### src/rtl/arb_pkg.sv
// rtl/arb_pkg.sv - shared types for the fetch/load-store memory arbiter
// Contents: FSM state enum, transaction owner enum, one-hot grant bit indices.
package arb_pkg;

    typedef enum logic [1:0] {
        ST_IDLE = 2'd0,
        ST_REQ  = 2'd1,
        ST_RESP = 2'd2
    } state_t;

    typedef enum logic {
        OWN_IF = 1'b0,
        OWN_LS = 1'b1
    } owner_t;

    localparam int GNT_IF = 0;
    localparam int GNT_LS = 1;

endpackage

### src/rtl/arb_pick.sv
// rtl/arb_pick.sv - grant selection between fetch and load/store requesters
// Ports: if_valid, ls_valid (request valids), last (owner served last),
//        grant[1:0] one-hot grant, bit GNT_IF / GNT_LS.
// Macro ARB_RR_EN: round-robin on ties; undefined gives fixed LS priority.
module arb_pick
    import arb_pkg::*;
(
    input  logic       if_valid,
    input  logic       ls_valid,
    input  owner_t     last,
    output logic [1:0] grant
);

`ifdef ARB_RR_EN
    always_comb begin
        grant = 2'b00;
        if (if_valid && ls_valid) begin
            // Tie: hand the port to whoever did not get it last time.
            if (last == OWN_LS) begin
                grant[GNT_IF] = 1'b1;
            end else begin
                grant[GNT_LS] = 1'b1;
            end
        end else if (ls_valid) begin
            grant[GNT_LS] = 1'b1;
        end else if (if_valid) begin
            grant[GNT_IF] = 1'b1;
        end
    end
`else
    logic unused_last;
    assign unused_last = last;

    always_comb begin
        grant = 2'b00;
        if (ls_valid) begin
            grant[GNT_LS] = 1'b1;
        end else if (if_valid) begin
            grant[GNT_IF] = 1'b1;
        end
    end
`endif

endmodule

### src/rtl/mem_arbiter.sv
// rtl/mem_arbiter.sv - arbitrates fetch and load/store onto one memory port
// Ports: clk, rst (sync active-high); fetch if_req_*/if_addr/if_resp_valid/if_rdata;
//        load/store ls_req_*/ls_addr/ls_wen/ls_wdata/ls_wmask/ls_resp_valid/ls_rdata;
//        memory mem_req_valid/ready, mem_addr/wen/wdata/wmask, mem_resp_valid/rdata.
// Macro ARB_RR_EN: round-robin tie-breaking with a last-served register.
module mem_arbiter
    import arb_pkg::*;
#(
    parameter int ADDR_W = 32,
    parameter int DATA_W = 32
) (
    input  logic                clk,
    input  logic                rst,
    input  logic                if_req_valid,
    output logic                if_req_ready,
    input  logic [ADDR_W-1:0]   if_addr,
    output logic                if_resp_valid,
    output logic [DATA_W-1:0]   if_rdata,
    input  logic                ls_req_valid,
    output logic                ls_req_ready,
    input  logic [ADDR_W-1:0]   ls_addr,
    input  logic                ls_wen,
    input  logic [DATA_W-1:0]   ls_wdata,
    input  logic [DATA_W/8-1:0] ls_wmask,
    output logic                ls_resp_valid,
    output logic [DATA_W-1:0]   ls_rdata,
    output logic                mem_req_valid,
    input  logic                mem_req_ready,
    output logic [ADDR_W-1:0]   mem_addr,
    output logic                mem_wen,
    output logic [DATA_W-1:0]   mem_wdata,
    output logic [DATA_W/8-1:0] mem_wmask,
    input  logic                mem_resp_valid,
    input  logic [DATA_W-1:0]   mem_rdata
);

    localparam int MASK_W = DATA_W / 8;

    state_t     state;
    state_t     state_nx;
    owner_t     owner;
    owner_t     last_served;
    logic [1:0] grant;
    logic       accept;

    arb_pick u_pick (
        .if_valid (if_req_valid),
        .ls_valid (ls_req_valid),
        .last     (last_served),
        .grant    (grant)
    );

`ifdef ARB_RR_EN
    always_ff @(posedge clk) begin
        if (rst) begin
            last_served <= OWN_LS;
        end else if (accept) begin
            last_served <= grant[GNT_LS] ? OWN_LS : OWN_IF;
        end
    end
`else
    assign last_served = OWN_LS;
`endif

    always_ff @(posedge clk) begin
        if (rst) begin
            state     <= ST_IDLE;
            owner     <= OWN_IF;
            mem_addr  <= '0;
            mem_wen   <= 1'b0;
            mem_wdata <= '0;
            mem_wmask <= '0;
        end else begin
            state <= state_nx;
            if (accept) begin
                if (grant[GNT_LS]) begin
                    owner     <= OWN_LS;
                    mem_addr  <= ls_addr;
                    mem_wen   <= ls_wen;
                    mem_wdata <= ls_wdata;
                    mem_wmask <= ls_wmask;
                end else begin
                    owner     <= OWN_IF;
                    mem_addr  <= if_addr;
                    mem_wen   <= 1'b0;
                    mem_wdata <= '0;
                    mem_wmask <= {MASK_W{1'b0}};
                end
            end
        end
    end

    // Readys and response valids are held low while rst is high so that
    // nothing is handed over in a cycle whose edge is about to be discarded.
    always_comb begin
        state_nx      = state;
        accept        = 1'b0;
        if_req_ready  = 1'b0;
        ls_req_ready  = 1'b0;
        mem_req_valid = 1'b0;
        if_resp_valid = 1'b0;
        ls_resp_valid = 1'b0;
        case (state)
            ST_IDLE: begin
                if (!rst && (grant != 2'b00)) begin
                    accept       = 1'b1;
                    if_req_ready = grant[GNT_IF];
                    ls_req_ready = grant[GNT_LS];
                    state_nx     = ST_REQ;
                end
            end
            ST_REQ: begin
                mem_req_valid = 1'b1;
                if (mem_req_ready) begin
                    state_nx = ST_RESP;
                end
            end
            ST_RESP: begin
                if (mem_resp_valid) begin
                    if_resp_valid = !rst && (owner == OWN_IF);
                    ls_resp_valid = !rst && (owner == OWN_LS);
                    state_nx      = ST_IDLE;
                end
            end
            default: begin
                state_nx = ST_IDLE;
            end
        endcase
    end

    // Both requesters see the memory data; only the owner's valid qualifies it.
    assign if_rdata = mem_rdata;
    assign ls_rdata = mem_rdata;

endmodule
### config.mk
export PLATFORM = sky130hd
export DESIGN_NAME = mem_arbiter
export DESIGN_NICKNAME = d
export VERILOG_FILES = /design/src/rtl/arb_pkg.sv /design/src/rtl/arb_pick.sv /design/src/rtl/mem_arbiter.sv
export SDC_FILE = /design/constraint.sdc
export NUM_CORES = 1
export LEC_CHECK = 0
export CORE_MARGIN = 8
export CORE_UTILIZATION = 37
export CTS_CLUSTER_DIAMETER = 40
export DETAILED_ROUTE_END_ITERATION = 16
export HOLD_SLACK_MARGIN = 0.15
export PLACE_DENSITY_LB_ADDON = 0.1
export SLEW_MARGIN = 20
export SYNTH_ARGS = -nofsm -noshare
export SYNTH_HDL_FRONTEND = slang
export SYNTH_HIERARCHICAL = 1
export SYNTH_SLANG_ARGS = --single-unit
### constraint.sdc
create_clock -name clk -period 3.3 [get_ports clk]
set_input_delay 0.66 -clock clk [delete_from_list [all_inputs] [get_ports clk]]
set_output_delay 0.66 -clock clk [all_outputs]
set_load 0.05 [all_outputs]
==> results.md, run 1 <==
- GRT Overall Usage: approximately 16%
- Initial Utilization: between 30% and 40%
- Kind of capture point of the worst setup path: output pin
- CTS max path bufs: 2
- Worst ir drop on vdd: between 200 and 250 uV
- Post-place instance area: around 5000 sq um
- Total via count in the routed design: roughly 3100
- Vias per cell: slightly below 5
- Number of clock sinks: 72
- Clock latency reported for the late side of the worst-skew pair: around 0.34 ns
- Number of warnings issued by yosys: 6
- Final hold vios: 0
- FP Rows: 36
- Launch point of the worst hold path: mem_wdata[18]$_SDFFE_PP0P_
- Hold-fix buffers, CTS: 0
- Remaining max-slew budget at the tightest pin: around 44%
- Number of endpoints failing setup at the final stage: 0
- Clock edge transition at the registers on the reported setup and hold paths: 0.08 ns
- Initial antenna violation count: 0
- Summed instance area of the synthesized netlist: between 3000 and 4000 sq um
- Setup_tns: 0 ns
- # H-tree levels: 3
- Core footprint: 9594 sq um
- Number of input and output port buffers inserted: between 150 and 200
- Post-Syn Nets: approximately 530
- Required time of the worst setup path: about 2.6 ns
- Number of max-slew violations in the final report: 0
- Count of cells along the worst hold path: 2
- CTS root buffer: sky130_fd_sc_hd__clkbuf_8
- DPL Wire Length: about 7400 um
- Final routed DRC violation total: 0
- Die Span X: 114.5 um
- Largest net degree at the start of global routing: 74
- Part of the cycle the worst path needs: between 80% and 90%
- Clock tree from TritonCTS: yes
- Time the final worst path needs with I/O delays and setup: about 2.8 ns
- Reg-to-reg startpoint: state[1]$_SDFFE_PP0P_
- Class of the tightest hold or removal check: reg2reg
- Proportion of layout cells with a drive suffix above 1: a little under an eighth
- Timing-limited maximum frequency: between 300 and 400 MHz
- Type of element launching the critical path: input port
- Capturing point of the worst reg2reg path: mem_wdata[12]$_SDFFE_PP0P_
- Vias in the first global route: 3131
- Non-Filler Cell Area, Final: between 5000 and 6000 sq um
- Static leakage: 1.922 nW
- Gpl congestion: 0.7267
- Outcome: finished clean
- TritonRoute pass-1 iters: 4
- Gate Count Post-Synth: around 400
- Nets@finish: about 630
- Antenna Nets Post-Route: 0
- Hold-critical path endpoint: mem_wdata[18]$_SDFFE_PP0P_
- Fin Clk Skew: 0.008019 ns
- N_diodes: 0
- Area growth syn-to-layout: 45.37%
- Total CTS buffers: 9
- Overall overflow remaining after global route: 0
- Synth Area per Inst: slightly above 9 sq um
- Data arrival time of the critical path: approximately 2.2 ns
- Drt first-iter violations: 139
- Full die area: between 10000 and 15000 sq um
- Max Fanout on Critical Path: 2
- Routed len/inst: ~17 um
- Number of maximum-capacitance violations: 0
- Transition time of the tightest slew-check pin: between 0.8 and 0.9 ns
- Register-to-Register Setup Slack: 1.21 ns
- Count of cells along the worst register-to-register path: 4
- Post_cts resized: 0
- Power per unit of standard cell area: between 500 and 600 nW/um^2
- Die H: between 100 and 150 um
- Crit Path Class: in2out
- Routed WL: 10680 um
- Setup repair after global routing missed its margin: false
- Global-route wire length before repair: between 15000 and 20000 um
- Number of ports placed on the die boundary: 277
- Layout filler cell count: between 900 and 1000
- Total setup buffers inserted after CTS: 0
[report_power, final]
part,internal (W),switching [W]
Sequential,0.000942,0.0000387
Clock,0.000581,0.000334
Combinational,0.000315,0.000461
Total,0.00184,0.000834
[worst max path at each step]
stage / to / from / cells past startpoint
after CTS: ls_resp_valid / mem_resp_valid / 4
after global routing: ls_resp_valid / mem_resp_valid / 4
after global placement: ls_resp_valid / mem_resp_valid / 4
after detailed placement: ls_resp_valid / mem_resp_valid / 4
after floorplan: if_req_ready / rst / 4
final: ls_resp_valid / mem_resp_valid / 4
[cell type report]
| cell class | count | area [sq um] | share of cell area [%] |
|---|---|---|---|
| Timing Repair Buffer | 185 | 1862 | 35.67 |
| Multi-Input combinational cell | 222 | 1483 | 28.40 |
| Sequential cell | 72 | 1441 | 27.61 |
| Tap cell | 133 | 166.4 | 3.188 |
| Clock buffer | 11 | 131.4 | 2.517 |
| Clock inverter | 5 | 128.9 | 2.469 |
| Inverter | 2 | 7.507 | 0.1438 |
[worst max-delay path: stages]
cell	delay [ns]
sky130_fd_sc_hd__clkdlybuf4s50_1	0.48
sky130_fd_sc_hd__nand3_1	0.12
sky130_fd_sc_hd__nor2_1	0.11
sky130_fd_sc_hd__clkdlybuf4s50_1	0.81
[sequential cells by signal, indices dropped and copies added (netlist names)]
register and count:
state 2, owner 1, mem_wmask 4, mem_wdata 32
mem_addr 32, mem_wen 1
[placed cells by master, fill, tap and decap left out, types with 9 or more instances in the layout]
cell                              count
sky130_fd_sc_hd__clkdlybuf4s50_1    176
sky130_fd_sc_hd__dfxtp_1             72
sky130_fd_sc_hd__nand3_1             35
sky130_fd_sc_hd__nand2_1             35
sky130_fd_sc_hd__a21oi_1             33
sky130_fd_sc_hd__mux2i_1             32
sky130_fd_sc_hd__a211oi_2            26
sky130_fd_sc_hd__o21ai_0             20
sky130_fd_sc_hd__o21ai_1             14
sky130_fd_sc_hd__clkbuf_8             9
[metrics by stage]
| stage | instances | setup slack, ns | hold WS (ns) | utilization [%] | total power, W |
|---|---|---|---|---|---|
| 2_1_floorplan | 395 | 0.8351 | 0.4842 | - | 0.001675 |
| 3_3_place_gp | 614 | 0.4391 | 0.4364 | 51.70 | 0.001780 |
| 3_5_place_dp | 614 | 0.4405 | 0.4397 | 51.70 | 0.001784 |
| 4_1_cts | 630 | 0.4397 | 0.4513 | 54.41 | 0.002712 |
| 5_1_grt | 630 | 0.3608 | 0.4641 | 54.41 | 0.002788 |
| 6_report | 630 | 0.4588 | 0.4471 | 54.41 | 0.002673 |
[layer usage]
layer / wire, um / up-vias / share of wire [%] / GRT usage (%)
li1: - / 1501 / - / -
met1: 4640 / 1391 / 43 / 19.15
met2: 4656 / 151 / 44 / 23.09
met3: 1267 / 13 / 12 / 8.122
met4: 119 / 0 / 1.1 / 6.300
met5: 0 / - / 0 / 0
No activity file was read; power rests on OpenSTA's default activity.
==> run 2: changes to the inputs <==
- clock period: 3.3 -> 3.35 ns (I/O delays scaled with it)
==> run 2 against run 1 <==
Clock skew is 0.00058 ns lower. Hold slack hardly changed. Via count is 0.69% lower. Total power is 6.0% lower. Sequential share of layout area is 0.16 points higher. Die area stayed put. Critical path depth stayed put. Global-route usage is 0.18 points lower. Cell area is 0.58% lower. Cell count is 0.16% higher. Register-to-register slack better by 0.14 ns. Non-clock buffer count is 2 higher.
==> results.md, run 2 (synthesis results as in run 1) <==
- Outcome: finished clean (unchanged)
- Timing-limited maximum frequency: 348.6 MHz
- DP Worst Slack: 0.4716 ns (was 0.4405 ns)
- Vias in the first global route: 3146 (was 3131)
- Number of max-slew violations in the final report: 0 (unchanged)
- Fin Clk Skew: 0.007440 ns (was 0.008019 ns)
- FP Rows: 36 (unchanged)
- Register-to-Register Setup Slack: 1.35 ns (was 1.21 ns)
- Combinational share of power: 30.4% (was 29.1%)
- Total CTS buffers: 9 (unchanged)
- Area growth syn-to-layout: 44.53% (was 45.37%)
- Vias per cell: 4.810 (was 4.851)
- Clock latency reported for the late side of the worst-skew pair: 0.33 ns (was 0.34 ns)
- N_diodes: 0 (unchanged)
- Routed len/inst: 16.95 um (was 16.96 um)
- Layout filler cell count: 959 (was 939)
- Clock share of power: 31.1% (was 34.2%)
- Remaining max-slew budget at the tightest pin: 45.02% (was 44.23%)
- GRT Overall Usage: 15.64% (was 15.82%)
- Global-route wire length before repair: 16330 um (was 16640 um)
- Post_cts resized: 0 (unchanged)
- Switching power total: 0.0008155 W (was 0.0008338 W)
- Crit path largest cell delay: 0.81 ns (about the same)
- Class of the tightest hold or removal check: reg2reg (unchanged)
- Data arrival time of the critical path: 2.20 ns (was 2.18 ns)
- Number of clock sinks: 72 (unchanged)
- Setup_tns: 0 ns (unchanged)
- Crit-path cells: clkdlybuf4s50_1 > nand3_1 > nor2_1 > clkdlybuf4s50_1 (unchanged)
- Internal power summed over all cells: 0.001698 W (was 0.001839 W)
- Reg-to-reg startpoint: state[1]$_SDFFE_PP0P_ (unchanged)
- Number of ports placed on the die boundary: 277 (unchanged)
- Overall overflow remaining after global route: 0 (unchanged)
- Proportion of layout cells with a drive suffix above 1: 12.05% (was 11.27%)
- Final hold vios: 0 (unchanged)
- Largest net degree at the start of global routing: 67 (was 74)
- Clock edge transition at the registers on the reported setup and hold paths: 0.07 ns (was 0.08 ns)
- Total setup buffers inserted after CTS: 0 (unchanged)
- Max Fanout on Critical Path: 2 (unchanged)
- Capturing point of the worst reg2reg path: mem_wdata[5]$_SDFFE_PP0P_ (was mem_wdata[12]$_SDFFE_PP0P_)
- Full die area: 13110 sq um (unchanged)
- Worst ir drop on vdd: 260.7 uV (was 205.1 uV)
- Count of cells along the worst register-to-register path: 4 (unchanged)
- Type of element launching the critical path: input port (unchanged)
- Power per unit of standard cell area: 484.3 nW/um^2 (was 512.1 nW/um^2)
- Initial antenna violation count: 0 (unchanged)
- Nets@finish: 633 (was 631)
- Clock tree from TritonCTS: yes (unchanged)
- TritonRoute pass-1 iters: 4 (unchanged)
- Die H: 114.5 um (unchanged)
- Gpl congestion: 0.7272 (was 0.7267)
- Transition time of the tightest slew-check pin: 0.8247 ns (was 0.8366 ns)
- Hold-fix buffers, CTS: 0 (unchanged)
- Category of cells accounting for the largest share of critical-path delay: buffers and inverters (unchanged)
- Setup repair after global routing missed its margin: false (unchanged)
- Initial Utilization: 37.43% (unchanged)
- Crit Path Class: in2out (unchanged)
- CTS root buffer: sky130_fd_sc_hd__clkbuf_8 (unchanged)
- Number of gates on the worst path with buffers counted: 4 (unchanged)
- Number of endpoints failing setup at the final stage: 0 (unchanged)
- Number of maximum-capacitance violations: 0 (unchanged)
- CP most frequent cell: sky130_fd_sc_hd__clkdlybuf4s50_1 (unchanged)
- CP endpoint: if_resp_valid (was ls_resp_valid)
- DPL Wire Length: 7646 um (was 7394 um)
- Core footprint: 9594 sq um (unchanged)
- Drt first-iter violations: 205 (was 139)
- # H-tree levels: 3 (unchanged)
- Time the final worst path needs with I/O delays and setup: between 2 and 3 ns
- Required time of the worst setup path: 2.68 ns (was 2.64 ns)
- Antenna Nets Post-Route: 0 (unchanged)
- Register area: 1441 sq um (unchanged)
- CTS max path bufs: 2 (unchanged)
- Routed WL: 10700 um (was 10680 um)
- Number of buffers and inverters on the critical path: 2 (unchanged)
- Power share of the sequential group: 38.5% (was 36.7%)
- Kind of capture point of the worst setup path: output pin (unchanged)
- Total via count in the routed design: 3035 (was 3056)
- Most frequent cells in the layout: sky130_fd_sc_hd__clkdlybuf4s50_1, sky130_fd_sc_hd__dfxtp_1, sky130_fd_sc_hd__nand3_1, sky130_fd_sc_hd__nand2_1, sky130_fd_sc_hd__a21oi_1 (unchanged)
- Cell at the slowest stage of the critical path: sky130_fd_sc_hd__clkdlybuf4s50_1 (unchanged)
- Number of input and output port buffers inserted: 180 (unchanged)
- Critical Path Source: mem_resp_valid (unchanged)
- Final routed DRC violation total: 0 (unchanged)
- Largest registers ranked by flip-flop count: mem_addr (32), mem_wdata (32), mem_wmask (4) (unchanged)
- Switching portion of total power: 32.45% (was 31.19%)
- Combined area of the multi-input logic cells: 1483 sq um (unchanged)
- Static leakage: 1.911 nW (was 1.922 nW)
- Die Span X: 114.5 um (unchanged)
- Part of the cycle the worst path needs: a little under nine tenths
- Most frequent standard cell in the layout excluding fill and tap cells: sky130_fd_sc_hd__clkdlybuf4s50_1 (unchanged)
- Final worst setup slack: 0.4812 ns (was 0.4588 ns)
[run 2: changes by cell type in the layout (fill, tap and decap cells not counted)]
| cell | delta |
|---|---|
| sky130_fd_sc_hd__inv_6 | +1 |
| sky130_fd_sc_hd__bufinv_16 | -2 |
| sky130_fd_sc_hd__clkinv_4 | -1 |
| sky130_fd_sc_hd__clkinvlp_4 | +1 |
| sky130_fd_sc_hd__buf_12 | -1 |
| sky130_fd_sc_hd__inv_1 | -1 |
| sky130_fd_sc_hd__buf_4 | +3 |
| sky130_fd_sc_hd__clkbuf_1 | -2 |
| sky130_fd_sc_hd__inv_2 | +1 |
| sky130_fd_sc_hd__clkbuf_8 | +2 |
[run 2: layer usage]
metal / GRT usage (%) / up-vias / wire [um]
met5: 0 / - / 0
met4: 5.501 / 0 / 112
met3: 8.492 / 15 / 1263
met2: 23.09 / 154 / 4690
met1: 18.69 / 1366 / 4629
li1: - / 1500 / -
[run 2: how the worst min path moves through the flow]
| stage | startpoint | end | slack [ns] | cells past startpoint |
|---|---|---|---|---|
| finish | mem_wdata[20]$_SDFFE_PP0P_ | mem_wdata[20]$_SDFFE_PP0P_ | 0.45 | 2 |
| global route | mem_wdata[20]$_SDFFE_PP0P_ | mem_wdata[20]$_SDFFE_PP0P_ | 0.47 | 2 |
| CTS | mem_wdata[20]$_SDFFE_PP0P_ | mem_wdata[20]$_SDFFE_PP0P_ | 0.45 | 2 |
| detailed placement | mem_wdata[20]$_SDFFE_PP0P_ | mem_wdata[20]$_SDFFE_PP0P_ | 0.44 | 2 |
| global placement | mem_wdata[23]$_SDFFE_PP0P_ | mem_wdata[23]$_SDFFE_PP0P_ | 0.44 | 2 |
| floorplan | owner$_SDFFE_PP0P_ | owner$_SDFFE_PP0P_ | 0.48 | 1 |
[run 2: worst register-to-register path, cell delays in order (launching register included)]
cell	delay, ns
sky130_fd_sc_hd__dfxtp_1	0.36
sky130_fd_sc_hd__nor3_4	0.21
sky130_fd_sc_hd__buf_4	0.29
sky130_fd_sc_hd__and2_4	0.74
sky130_fd_sc_hd__o21ai_0	0.25
[run 2: metrics by stage]
| step | instances | total power, W | utilization (%) | hold slack (ns) | area [sq um] |
|---|---|---|---|---|---|
| finish | 631 | 0.002514 | 54.09 | 0.4473 | 5190 |
| floorplan | 395 | 0.001650 | - | 0.4842 | 3591 |
| global route | 631 | 0.002631 | 54.09 | 0.4747 | 5190 |
| detailed placement | 616 | 0.001757 | 51.72 | 0.4390 | 4962 |
| global placement | 616 | 0.001752 | 51.72 | 0.4374 | 4962 |
| CTS | 631 | 0.002547 | 54.09 | 0.4511 | 5190 |
[run 2: area by class of cell]
cell class,instances,share of cell area [%]
well taps,133,3.206
clock inverters,4,1.471
repair buffers,187,35.92
inverters,2,0.1446
clock buffers,11,2.917
flip-flops and latches,72,27.77
multi-input cells,222,28.57
[run 2: power by group through the flow]
| stage | logic [W] | clock network, W | registers [W] |
|---|---|---|---|
| finish | 0.000765 | 0.000781 | 0.000968 |
| detailed placement | 0.000771 | 0 | 0.000986 |
| global placement | 0.000768 | 0 | 0.000984 |
| CTS | 0.000773 | 0.000806 | 0.000968 |
| global route | 0.000808 | 0.000846 | 0.000977 |
| floorplan | 0.000425 | 0 | 0.00122 |
==> run 3: changes to the inputs <==
- CTS_CLUSTER_SIZE: default -> 12
- MAX_ROUTING_LAYER: default -> met4
==> run 3 against run 2 <==
Sequential power about the same. Cell area unchanged. Utilization is the same. Global-route usage up 0.42 points. Register-to-register slack is essentially flat. Flip-flop and latch count stayed put. Critical path type unchanged.
==> results.md, run 3 (synthesis results as in run 1) <==
- Largest net degree at the start of global routing: 67 (unchanged)
- Overall overflow remaining after global route: 0 (unchanged)
- Outcome: finished clean (unchanged)
- Number of maximum-capacitance violations: 0 (unchanged)
- FP Rows: 36 (unchanged)
- Total via count in the routed design: 3040 (was 3035)
- Vias per cell: 4.818 (was 4.810)
- Clock share of power: 31.0% (was 31.1%)
- Number of endpoints failing setup at the final stage: 0 (unchanged)
- Nets@finish: 633 (unchanged)
- Full die area: 13110 sq um (unchanged)
- Type of element launching the critical path: input port (unchanged)
- Routed WL: 10680 um (was 10700 um)
- CTS max path bufs: 2 (unchanged)
- Number of ports placed on the die boundary: 277 (unchanged)
- Gpl congestion: 0.7359 (was 0.7272)
- Max Fanout on Critical Path: 2 (unchanged)
- Area growth syn-to-layout: 44.53% (unchanged)
- # H-tree levels: 3 (unchanged)
- Non-Filler Cell Area, Final: 5190 sq um (unchanged)
- Power per unit of standard cell area: 484.0 nW/um^2 (was 484.3 nW/um^2)
- Initial antenna violation count: 0 (unchanged)
- Kind of capture point of the worst setup path: output pin (unchanged)
- Post_cts resized: 0 (unchanged)
- Antenna Nets Post-Route: 0 (unchanged)
- Internal power summed over all cells: 0.001698 W (about the same)
- GRT Overall Usage: 16.06% (was 15.64%)
- Power share of the sequential group: 38.5% (about the same)
- Time the final worst path needs with I/O delays and setup: 2.879 ns (was 2.869 ns)
- Core footprint: 9594 sq um (unchanged)
- Most frequent standard cell in the layout excluding fill and tap cells: sky130_fd_sc_hd__clkdlybuf4s50_1 (unchanged)
- Number of input and output port buffers inserted: 180 (unchanged)
- Proportion of layout cells with a drive suffix above 1: 12.05% (unchanged)
- Global-route wire length before repair: 16290 um (was 16330 um)
- Data arrival time of the critical path: 2.21 ns (was 2.20 ns)
- Routed len/inst: 16.93 um (was 16.95 um)
- Number of clock sinks: 72 (unchanged)
- Static leakage: 1.911 nW (unchanged)
- Timing-limited maximum frequency: 347.3 MHz (was 348.6 MHz)
- Part of the cycle the worst path needs: 85.95% (was 85.64%)
- Largest registers ranked by flip-flop count: mem_addr (32), mem_wdata (32), mem_wmask (4) (unchanged)
- Final routed DRC violation total: 0 (unchanged)
- Final hold vios: 0 (unchanged)
- TritonRoute pass-1 iters: 4 (unchanged)
- Clock edge transition at the registers on the reported setup and hold paths: 0.07 ns (about the same)
- Setup_tns: 0 ns (unchanged)
- Worst ir drop on vdd: 260.1 uV (was 260.7 uV)
- Crit Path Class: in2out (unchanged)
- Setup repair after global routing missed its margin: false (unchanged)
- Post-place instance area: 4962 sq um (unchanged)
- Clock tree from TritonCTS: yes (unchanged)
- Drt first-iter violations: 212 (was 205)
- Final worst setup slack: 0.4707 ns (was 0.4812 ns)
- Most frequent cells in the layout: sky130_fd_sc_hd__clkdlybuf4s50_1, sky130_fd_sc_hd__dfxtp_1, sky130_fd_sc_hd__nand3_1, sky130_fd_sc_hd__nand2_1, sky130_fd_sc_hd__a21oi_1 (unchanged)
- Class of the tightest hold or removal check: reg2reg (unchanged)
- Clock latency reported for the late side of the worst-skew pair: 0.33 ns (about the same)
- Switching portion of total power: 32.40% (was 32.45%)
- Die Span X: 114.5 um (unchanged)
- DP Worst Slack: 0.4716 ns (unchanged)
- Total CTS buffers: 9 (unchanged)
- Transition time of the tightest slew-check pin: 0.8400 ns (was 0.8247 ns)
- Initial Utilization: 37.43% (unchanged)
- Remaining max-slew budget at the tightest pin: 44.00% (was 45.02%)
- DPL Wire Length: 7646 um (unchanged)
- CTS root buffer: sky130_fd_sc_hd__clkbuf_8 (unchanged)
- Fin Clk Skew: 0.007912 ns (was 0.007440 ns)
- Total setup buffers inserted after CTS: 0 (unchanged)
- Hold-fix buffers, CTS: 0 (unchanged)
- Combinational share of power: 30.5% (was 30.4%)
- Switching power total: 0.0008138 W (was 0.0008155 W)
- Number of max-slew violations in the final report: 0 (unchanged)
- Required time of the worst setup path: 2.68 ns (about the same)
- Vias in the first global route: 3162 (was 3146)
- N_diodes: 0 (unchanged)
- Die H: 114.5 um (unchanged)
[run 3: cell counts in the layout (fill, tap and decap cells not counted)]
Identical to the previous run, type by type.
[run 3: final cells by class]
type	count	area, sq um
Timing Repair Buffer	187	1864
Clock buffer	11	151.4
Inverter	2	7.507
Sequential cell	72	1441
Tap cell	133	166.4
Fill cell	959	4404
Multi-Input combinational cell	222	1483
Clock inverter	4	76.32
[run 3: final timing paths]
kind	startpoint	endpoint	slack [ns]	depth (start not counted)
setup / recovery	mem_resp_valid	if_resp_valid	0.47	4
hold / removal	mem_wdata[20]$_SDFFE_PP0P_	mem_wdata[20]$_SDFFE_PP0P_	0.45	2
setup reg to reg	state[1]$_SDFFE_PP0P_	mem_wdata[5]$_SDFFE_PP0P_	1.34	4
hold reg to reg	mem_wdata[20]$_SDFFE_PP0P_	mem_wdata[20]$_SDFFE_PP0P_	0.45	2
[run 3: stage by stage]
step / total power [W] / util, % / hold WS, ns / instances
4_1_cts: 0.002547 / 54.09 / 0.4511 / 631
3_5_place_dp: 0.001757 / 51.72 / 0.4390 / 616
5_1_grt: 0.002631 / 54.09 / 0.4747 / 631
6_report: 0.002512 / 54.09 / 0.4475 / 631
2_1_floorplan: 0.001650 / - / 0.4842 / 395
3_3_place_gp: 0.001752 / 51.72 / 0.4374 / 616
[run 3: power by group through the flow]
stage / registers [W] / clock network (W) / logic [W]
final: 0.000967 / 0.000779 / 0.000765
after global routing: 0.000977 / 0.000846 / 0.000808
after CTS: 0.000968 / 0.000806 / 0.000773
after detailed placement: 0.000986 / 0 / 0.000771
after global placement: 0.000984 / 0 / 0.000768
after floorplan: 0.00122 / 0 / 0.000425
[run 3: worst max-delay path: stages]
cell,delay [ns]
sky130_fd_sc_hd__clkdlybuf4s50_1,0.48
sky130_fd_sc_hd__nand3_1,0.13
sky130_fd_sc_hd__nor2_1,0.12
sky130_fd_sc_hd__clkdlybuf4s50_1,0.81
[run 3: per-layer routing]
layer  wire [um]  vias to the layer above  track usage (%)
li1            -                     1502                -
met1        4783                     1380            19.41
met5           0                        -                -
met4         108                        0            5.501
met3        1097                       15            7.173
met2        4691                      143            23.13
